[src/rtl/vthernet_pkg.sv]
// vthernet_pkg: shared types and helpers for the RX payload packer.
// Holds the FSM state encoding, the byte width and the lane-mask helpers.
package vthernet_pkg;

    localparam int OCT = 8;

    localparam logic [3:0] FULL_MASK = 4'b1111;

    typedef enum logic [2:0] {
        ST_SYNC,
        ST_IDLE,
        ST_RECV,
        ST_FLUSH,
        ST_HOLD,
        ST_DROP
    } rx_state_e;

    // Byte-lane enables for a partial word holding 'lanes' bytes.
    function automatic logic [3:0] lane_mask(input logic [1:0] lanes);
        logic [3:0] m;
        case (lanes)
            2'd0:    m = 4'b0000;
            2'd1:    m = 4'b0001;
            2'd2:    m = 4'b0011;
            default: m = 4'b0111;
        endcase
        return m;
    endfunction

    // Expand a 4-bit lane mask into a 32-bit data mask.
    function automatic logic [31:0] mask_to_bits(input logic [3:0] m);
        logic [31:0] b;
        for (int i = 0; i < 4; i++) begin
            b[i*OCT +: OCT] = {OCT{m[i]}};
        end
        return b;
    endfunction

endpackage

[src/rtl/rx_byte_packer.sv]
// rx_byte_packer: lane counter and little-endian assembler for 32-bit words.
// Ports: clk/rst_n (sync, active-low); start forces the next byte into lane 0;
//   byte_v/byte_in accept one byte; lanes = bytes pending; word_rdy/word give
//   a completed word in the cycle its 4th byte is accepted; part_data/part_mask
//   describe the pending partial word with unused lanes zeroed.
module rx_byte_packer
    import vthernet_pkg::*;
(
    input  logic        clk,
    input  logic        rst_n,
    input  logic        start,
    input  logic        byte_v,
    input  logic [7:0]  byte_in,
    output logic [1:0]  lanes,
    output logic        word_rdy,
    output logic [31:0] word,
    output logic [31:0] part_data,
    output logic [3:0]  part_mask
);

    logic [1:0]  lane_q;
    logic [1:0]  lane_d;
    logic [1:0]  cur_lane;
    logic [23:0] acc_q;
    logic [23:0] acc_d;

    always_comb begin
        cur_lane = start ? 2'd0 : lane_q;
        lane_d   = lane_q;
        acc_d    = acc_q;
        if (byte_v) begin
            // Lane counter wraps 3 -> 0 as the word completes.
            lane_d = cur_lane + 2'd1;
            case (cur_lane)
                2'd0:    acc_d[7:0]   = byte_in;
                2'd1:    acc_d[15:8]  = byte_in;
                2'd2:    acc_d[23:16] = byte_in;
                default: ;
            endcase
        end
    end

    always_ff @(posedge clk) begin
        if (!rst_n) begin
            lane_q <= 2'd0;
            acc_q  <= 24'd0;
        end else begin
            lane_q <= lane_d;
            acc_q  <= acc_d;
        end
    end

    assign lanes     = lane_q;
    assign word_rdy  = byte_v && (cur_lane == 2'd3);
    assign word      = {byte_in, acc_q};
    assign part_mask = lane_mask(lane_q);
    // Stale bytes from earlier words may sit in acc_q; mask them out.
    assign part_data = {8'h00, acc_q} & mask_to_bits(part_mask);

endmodule

[src/rtl/rx_udp_packer.sv]
// rx_udp_packer: packs the UDP payload stream into 32-bit RX SRAM words,
// reports the frame length and holds the buffer until software releases it.
// Ports: RX_CLK, rst_n (sync, active-low); rx_udp_data_v/rx_udp_data payload;
//   rx_release frees the buffer; mem_we/mem_wmask/mem_addr/mem_wdata SRAM write;
//   rx_done/rx_len/rx_full/rx_ovf frame status; rx_drop_cnt dropped frames.
// Macro RX_PACK_DROP_CNT_EN enables the saturating drop counter (else 0).
module rx_udp_packer
    import vthernet_pkg::*;
#(
    parameter int ADDR_W    = 9,
    parameter int MAX_WORDS = 512,
    parameter int LEN_W     = 16
) (
    input  logic              RX_CLK,
    input  logic              rst_n,
    input  logic              rx_udp_data_v,
    input  logic [7:0]        rx_udp_data,
    input  logic              rx_release,
    output logic              mem_we,
    output logic [3:0]        mem_wmask,
    output logic [ADDR_W-1:0] mem_addr,
    output logic [31:0]       mem_wdata,
    output logic              rx_done,
    output logic [LEN_W-1:0]  rx_len,
    output logic              rx_full,
    output logic              rx_ovf,
    output logic [15:0]       rx_drop_cnt
);

    rx_state_e state_q;
    rx_state_e state_d;

    logic [ADDR_W-1:0] idx_q;
    logic [ADDR_W-1:0] idx_d;
    logic              wfull_q;
    logic              wfull_d;
    logic [LEN_W-1:0]  len_q;
    logic [LEN_W-1:0]  len_d;
    logic              ovf_q;
    logic              ovf_d;
    logic              rel_q;
    logic              rel_d;
    logic              we_q;
    logic              we_d;
    logic [3:0]        wmask_q;
    logic [3:0]        wmask_d;
    logic [ADDR_W-1:0] addr_q;
    logic [ADDR_W-1:0] addr_d;
    logic [31:0]       wdata_q;
    logic [31:0]       wdata_d;
    logic              done_q;
    logic              done_d;

    logic        pk_start;
    logic        pk_v;
    logic [1:0]  pk_lanes;
    logic        pk_rdy;
    logic [31:0] pk_word;
    logic [31:0] pk_part;
    logic [3:0]  pk_pmask;
    logic        clr_buf;

    rx_byte_packer u_pack (
        .clk       (RX_CLK),
        .rst_n     (rst_n),
        .start     (pk_start),
        .byte_v    (pk_v),
        .byte_in   (rx_udp_data),
        .lanes     (pk_lanes),
        .word_rdy  (pk_rdy),
        .word      (pk_word),
        .part_data (pk_part),
        .part_mask (pk_pmask)
    );

    // State register
    always_ff @(posedge RX_CLK) begin
        if (!rst_n) begin
            state_q <= ST_SYNC;
        end else begin
            state_q <= state_d;
        end
    end

    // Next-state logic
    always_comb begin
        state_d = state_q;
        unique case (state_q)
            ST_SYNC: begin
                if (!rx_udp_data_v) state_d = ST_IDLE;
            end
            ST_IDLE: begin
                if (rx_udp_data_v) state_d = ST_RECV;
            end
            ST_RECV: begin
                if (!rx_udp_data_v) state_d = ST_FLUSH;
            end
            ST_FLUSH: begin
                state_d = ST_HOLD;
            end
            ST_HOLD: begin
                if (rx_udp_data_v) begin
                    state_d = ST_DROP;
                end else if (rx_release) begin
                    state_d = ST_IDLE;
                end
            end
            ST_DROP: begin
                if (!rx_udp_data_v) begin
                    state_d = (rel_q || rx_release) ? ST_IDLE : ST_HOLD;
                end
            end
            default: state_d = ST_SYNC;
        endcase
    end

    // Datapath and registered outputs
    always_comb begin
        idx_d   = idx_q;
        wfull_d = wfull_q;
        len_d   = len_q;
        ovf_d   = ovf_q;
        rel_d   = rel_q;
        we_d    = 1'b0;
        wmask_d = 4'b0000;
        addr_d  = '0;
        wdata_d = 32'd0;
        done_d  = 1'b0;

        pk_start = (state_q == ST_IDLE);
        pk_v     = rx_udp_data_v &&
                   ((state_q == ST_IDLE) ||
                    ((state_q == ST_RECV) && !wfull_q));

        clr_buf = (state_d == ST_IDLE) &&
                  ((state_q == ST_HOLD) || (state_q == ST_DROP));

        unique case (state_q)
            ST_IDLE: begin
                if (rx_udp_data_v) len_d = LEN_W'(1);
            end
            ST_RECV: begin
                if (rx_udp_data_v) begin
                    // Once every word is written, further bytes are lost.
                    if (wfull_q) begin
                        ovf_d = 1'b1;
                    end else begin
                        len_d = len_q + LEN_W'(1);
                    end
                end else if (pk_lanes != 2'd0) begin
                    we_d    = 1'b1;
                    wmask_d = pk_pmask;
                    addr_d  = idx_q;
                    wdata_d = pk_part;
                end
            end
            ST_FLUSH: begin
                done_d = 1'b1;
            end
            ST_DROP: begin
                if (rx_release) rel_d = 1'b1;
            end
            default: ;
        endcase

        if (pk_rdy) begin
            we_d    = 1'b1;
            wmask_d = FULL_MASK;
            addr_d  = idx_q;
            wdata_d = pk_word;
            idx_d   = idx_q + ADDR_W'(1);
            // Flag rather than compare idx to MAX_WORDS: the index
            // cannot represent MAX_WORDS when it equals 2**ADDR_W.
            if (idx_q == ADDR_W'(MAX_WORDS - 1)) wfull_d = 1'b1;
        end

        if ((state_q == ST_DROP) && (state_d != ST_DROP)) rel_d = 1'b0;

        if (clr_buf) begin
            idx_d   = '0;
            wfull_d = 1'b0;
            len_d   = '0;
            ovf_d   = 1'b0;
            rel_d   = 1'b0;
        end
    end

    always_ff @(posedge RX_CLK) begin
        if (!rst_n) begin
            idx_q   <= '0;
            wfull_q <= 1'b0;
            len_q   <= '0;
            ovf_q   <= 1'b0;
            rel_q   <= 1'b0;
            we_q    <= 1'b0;
            wmask_q <= 4'b0000;
            addr_q  <= '0;
            wdata_q <= 32'd0;
            done_q  <= 1'b0;
        end else begin
            idx_q   <= idx_d;
            wfull_q <= wfull_d;
            len_q   <= len_d;
            ovf_q   <= ovf_d;
            rel_q   <= rel_d;
            we_q    <= we_d;
            wmask_q <= wmask_d;
            addr_q  <= addr_d;
            wdata_q <= wdata_d;
            done_q  <= done_d;
        end
    end

    // Output logic
    always_comb begin
        rx_full   = (state_q == ST_HOLD) || (state_q == ST_DROP);
        mem_we    = we_q;
        mem_wmask = wmask_q;
        mem_addr  = addr_q;
        mem_wdata = wdata_q;
        rx_done   = done_q;
        rx_len    = len_q;
        rx_ovf    = ovf_q;
    end

`ifdef RX_PACK_DROP_CNT_EN
    logic [15:0] drop_q;
    logic [15:0] drop_d;

    always_comb begin
        drop_d = drop_q;
        if ((state_q == ST_HOLD) && (state_d == ST_DROP) &&
            (drop_q != 16'hFFFF)) begin
            drop_d = drop_q + 16'd1;
        end
    end

    always_ff @(posedge RX_CLK) begin
        if (!rst_n) begin
            drop_q <= 16'd0;
        end else begin
            drop_q <= drop_d;
        end
    end

    assign rx_drop_cnt = drop_q;
`else
    assign rx_drop_cnt = 16'd0;
`endif

endmodule

[config.mk]
export PLATFORM = sky130hd
export DESIGN_NAME = rx_udp_packer
export DESIGN_NICKNAME = d
export VERILOG_FILES = /design/src/rtl/vthernet_pkg.sv /design/src/rtl/rx_byte_packer.sv /design/src/rtl/rx_udp_packer.sv
export SDC_FILE = /design/constraint.sdc
export NUM_CORES = 1
export LEC_CHECK = 0
export ABC_AREA = 1
export CAP_MARGIN = 40
export CORE_ASPECT_RATIO = 0.7
export CORE_MARGIN = 5
export CORE_UTILIZATION = 45
export CTS_BUF_LIST = sky130_fd_sc_hd__clkbuf_16
export CTS_CLUSTER_DIAMETER = 60
export CTS_CLUSTER_SIZE = 8
export DETAILED_ROUTE_END_ITERATION = 10
export PLACE_DENSITY_LB_ADDON = 0.15
export RECOVER_POWER = 25
export SYNTH_ARGS = -nofsm -noshare
export SYNTH_HDL_FRONTEND = slang
export SYNTH_SLANG_ARGS = --single-unit
[constraint.sdc]
create_clock -name RX_CLK -period 1.6 [get_ports RX_CLK]
set_clock_uncertainty 0.05 [all_clocks]
set_input_delay 0.32 -clock RX_CLK [delete_from_list [all_inputs] [get_ports RX_CLK]]
set_output_delay 0.32 -clock RX_CLK [all_outputs]
set_load 0.01 [all_outputs]
After elaboration in Yosys (flattened, before gate mapping)
Cells that the tools add are included.
{ "op_classes": {"n_addsub": 3, "eq_ne": 16, "mux": 31, "bitwise": 2, "n_reduce_logical": 23} }
{ "ops": {"columns": ["operator", "count"], "rows": [
  ["32-bit two-way mux", 4],
  ["16-bit two-way mux", 3],
  ["9-bit two-way mux", 4],
  ["16-bit case mux with 2 select lines", 1],
  ["24-bit bitwise AND", 1],
  ["3-bit two-way mux", 7],
  ["3-bit case mux with 6 select lines", 1],
  ["16-bit by 1-bit adder with 16-bit output, second input constant", 1],
  ["4-bit two-way mux", 4],
  ["2-bit AND reduction", 5],
  ["9-bit by 1-bit adder with 9-bit output, second input constant", 1],
  ["9-bit equality test, second input constant", 1],
  ["3-bit case mux with 3 select lines", 1],
  ["2-bit equality test, second input constant", 3],
  ["3-bit by 1-bit equality test with 1-bit output, second input constant", 2],
  ["3-bit by 2-bit equality test with 1-bit output, second input constant", 2],
  ["3-bit equality test, second input constant", 2],
  ["2-bit != test, second input constant", 3],
  ["1-bit logical AND", 5],
  ["1-bit two-way mux", 5],
  ["2-bit by 1-bit equality test with 1-bit output, second input constant", 2],
  ["2-bit logical NOT", 2],
  ["4-bit AND reduction", 1],
  ["2-bit nonzero test", 2],
  ["other kinds (10)", 12]
]} }
{ "word_totals": {"regBits": 104, "in_bits": 12, "wordCells": 90} }

Longest topological paths before layout
{ "depth": {"depth_word": 7, "depth_mapped": 10} }

By module
From an unflattened synthesis, not the netlist that was laid out.
{ "hier_totals": {"hier_cells": 646, "hier_area_um2": 4789.6} }
{ "modules_own_cells": {"columns": ["mod", "instances", "cells_per_inst", "area_each_um2", "seq_area_each_um2"], "rows": [
  ["rx_udp_packer", 1, 420, 3369.5, 1561.5],
  ["rx_byte_packer", 1, 226, 1420.1, 520.5]
]} }

Least setup slack after synthesis
No wires, ideal clock.
{ "synth_timing": {"path_type": "register -> register", "from": "register state_q[1]", "to": "register wmask_q[1], in the netlist mem_wmask[1]", "arrival_time_ps": 1528, "required_ps": 1420, "setup_slack_ps": -108, "stages_incl_launch_ff": 10, "n_path_buf": 2, "path_cell_list": "dfxtp_1 inv_1 nand3_1 nand2_1 inv_1 ha_1 clkbuf_1 nand3_2 clkbuf_1 nand2_1"} }
{ "synth_via": {"elab_chain_cells": 6, "word_cells_on_any_way": 10} }
{ "synth_lines": {"columns": ["element", "line", "rtl"], "rows": [
  ["from (decl)", "rx_udp_packer.sv:30", "rx_state_e state_q;"],
  ["from (signal assigned)", "rx_udp_packer.sv:81", "state_q <= state_d;"],
  ["branches (longest 5 deep; another with 3-bit by 1-bit equality test with 1-bit output)", null, null],
  ["4-bit two-way mux (*)", "rx_udp_packer.sv:166", "if (pk_rdy) begin"],
  ["to (signal assigned)", "rx_udp_packer.sv:207", "wmask_q <= wmask_d;"],
  ["to (decl)", "rx_udp_packer.sv:45", "logic [3:0] wmask_q;"]
]} }
Mark *: on every way between the ends.
A chain may end at the register's enable or synchronous reset.

Worst setup path after layout
{ "layout_timing": {"from": "register state_q[1]", "to": "output rx_full"} }
{ "layout_via": {"elab_chain_cells": 2, "word_cells_on_any_way": 3} }
{ "layout_lines": {"columns": ["element", "line", "rtl"], "rows": [
  ["3-bit equality test", "rx_udp_packer.sv:216", "rx_full = (state_q == ST_HOLD) || (state_q == ST_DROP);"],
  ["1-bit logical OR (*)", "rx_udp_packer.sv:216", null],
  ["to (decl)", "rx_udp_packer.sv:25", "output logic rx_full,"]
]} }
Mark *: on every way between the ends. The rest lies on a longest branch, timed or not.

==> impl_metrics.ini <==
[outcome]
status = completed

[cts]
clock_path_buffers = 2
cts_root_buf = clkbuf_16
numCtsBuffers = 9
clkSinkCount = 103
clk-insertion-delay-late_ps = 350
cts_tree = done
hold_buffers = 0
htree_levels = 3
clkTransAtPathRegs_ps = 70

[finish]
layout-drive-gt1-share_pct = 17.1
multiInputGateArea_sq_um = 1620
regArea_sq_um = 2070
nNetsFinal = 629
antenna_cells = 0
num-fill-cells = 738
stdcell_area_sq_um = 5620
utilization_pct = 65.5
fin_cells = 735
area_growth_pct = 39.7

[place]
io_buffers = 76
dp_hpwl_mm = 7.19
place_area_sq_um = 5120
dp.cells = 711
finalWeightedCongestion = 0.876

[synthesis]
yosysSeqAreaShare_pct = 51.3
netlist_top_cells_area = dfxtp_1 (51%), a21oi_1 (7.7%), inv_1 (6.3%), nand2_1 (5.4%), o21ai_0 (3.9%)
synth-edff-count = 0
yosysUniqueCellTypes = 29
synthTopCellsByCount = dfxtp_1 (103), inv_1 (67), a21oi_1 (62), nand2_1 (58), nor2_1 (33)
synth.cell_area_sq_um = 4020
yosys_warnings = 0
synth_most_common_cell = dfxtp_1
ys_ff_latch = 103
netlist.top_cell.by_area = dfxtp_1
synth_cells = 495
synth-main-ff-cell = dfxtp_1
syn_avg_cell_area_sq_um = 8.13
async_flop_share_pct = 0
synth_top_cell_area_share_pct = 51.3

[setup_path]
r2r_start = state_q[2]
cp_cell_sequence = inv_2, nand2_1, inv_2, clkdlybuf4s15_2
critical-path-max-stage-delay_ps = 340
path_max_fanout = 4
rr_endpoint = u_pack.acc_q[2]
critPathArrivalTime_ps = 1220
critPathCaptureType = output port
slowest_stage = dfxtp_2
reg2reg_depth = 8
setup.worst_path.class = flop to output port
r2r_setup_slack_ps = 60
cp_top_family = buffers and inverters
cp.required_ps = 1230
cp_common_cell = inv_2
cp-start-kind = flop
worst-path-buf-inv = 3

[worst_hold_path]
hp-start = u_pack.acc_q[10]
holdPathEnd = mem_wdata[10]
min_path_type = flop to flop
hold_path_depth = 2

[global_routing]
grt_use_total_pct = 19.0
grt_max_degree = 28
overflow = 0
grt_pass1_wl_mm = 16.2
antenna_found_initial = 0
grt_pass1_vias = 3318

[job]
max-cap-violations = 0

[detailed_routing]
dr.pass1.iters = 5
routedWlPerCell_microns = 14.2
drc_errors = 0
vias_per_cell = 4.98
antenna_left = 0
drtIter0Drc = 249
via_count = 3657
wl_mm = 10.4

[sta]
setup_viol_count_final = 0
hold_viol_final = 0
slew_viol_final = 0
rsz0062_at_grt = yes
layout_min_cycle_time_ps = 1590
finalCritPeriodShare_pct = 99.4
max_freq_ghz = 0.629
hold_ws_ps = 389

[pwr]
power_density_nw_per_um2 = 922
p_leak_uw = 0.00233
irDropWorstVdd_v = 0.000527

[floorplan]
die_y_microns = 89.1
core-area_sq_um = 8580
num_io_pins = 93
dieArea_sq_um = 11000
rows = 28
initial_utilization_pct = 46.9
die_x_microns = 123
==> layout by cell type, fill, tap and decap left out, drive strengths merged <==
master / Yosys / routed
buf: 29 / 48
a21oi: 62 / 62
nor3: 10 / 10
nor4: 1 / 1
o211ai: 1 / 1
clkdlybuf4s15: 0 / 1
a211oi: 1 / 1
xor2: 6 / 6
or2: 1 / 1
clkdlybuf4s50: 0 / 31
dlygate4sd2: 0 / 18
o21ai: 32 / 32
nand3: 30 / 30
and2: 3 / 3
conb: 1 / 16
clkinv: 1 / 4
nand4: 16 / 16
a31oi: 15 / 15
clkdlybuf4s25: 0 / 24
o21bai: 3 / 3
inv: 69 / 71
bufinv: 0 / 1
clkinvlp: 0 / 1
nand2: 62 / 62
nor2: 33 / 33
ha: 7 / 7
clkbuf: 9 / 14
dfxtp: 103 / 103
==> per-stage QoR <==
| stage | setup WS, ps | power, uW | setup TNS [ps] |
|---|---|---|---|
| global placement | -390 | 2960 | -29190 |
| CTS | 0.432 | 5180 | 0 |
| floorplan | 8.67 | 2860 | 0 |
| detailed placement | -525 | 2970 | -38940 |
| global route | -53.1 | 5370 | -256 |
| finish | 9.94 | 5180 | 0 |
==> state kept, by name, summed over array words and instances, names as in the netlist <==
register      flops
idx_q             9
mem_addr          9
mem_wdata        32
mem_wmask         4
rel_q             1
rx_done           1
rx_len           16
rx_ovf            1
state_q           3
u_pack.acc_q     24
u_pack.lanes      2
wfull_q           1
==> where the power goes <==
group	switching [uW]	total (uW)	leakage [uW]	internal, uW
registers	14.6	2610	0.000836	2600
clock network	999	2230	0.000148	1230
logic	206	337	0.00135	131
==> tightest hold or removal path, cell delays in order (launching register included) <==
cell	delay (ps)
dfxtp_1	300
inv_1	60
a21oi_1	40
==> cell type report <==
type,instances,share of cell area (%)
clock buffers,9,4.01
well taps,120,2.67
clock inverters,7,1.43
flip-flops and latches,103,36.9
inverters,70,4.72
multi-input cells,299,28.8
repair buffers,127,21.5
==> metal layers <==
metal / up-vias / routed length (microns) / track usage [%]
met2: 147 / 4770 / 29.1
met1: 1686 / 4740 / 26.1
li1: 1818 / - / -
met5: - / 0 / 0
met4: 0 / 68 / 5.13
met3: 6 / 851 / 6.01
==> worst max-delay path by stage <==
stage / from / to / cells past startpoint
2_1_floorplan: state_q[1] / mem_wdata[5] / 9
4_1_cts: mem_wdata[6] / mem_wdata[6] / 1
5_1_grt: state_q[1] / rx_full / 4
3_5_place_dp: rx_udp_data_v / u_pack.acc_q[21] / 7
3_3_place_gp: rx_udp_data_v / rx_len[9] / 7
6_report: state_q[1] / rx_full / 4
==> repair_timing <==
item                       in CTS  in global routing
pin swaps                       0                  3
setup buffers                   0                  6
gates cloned                    0                  2
resized for setup              35                 60
setup endpoints to repair      82                112
==> cells by family after synthesis <==
group,Yosys count,share of synthesized area (%)
and+or+nand+nor,156,17.6
AOI/OAI and AO/OA,114,15.2
buffers and inverters,108,12.3
DFF,103,51.3
adders and majority gates,7,2.18
xor gates and xnor gates,6,1.31
other,1,0.0932
Power figures use the tool's default switching activity.
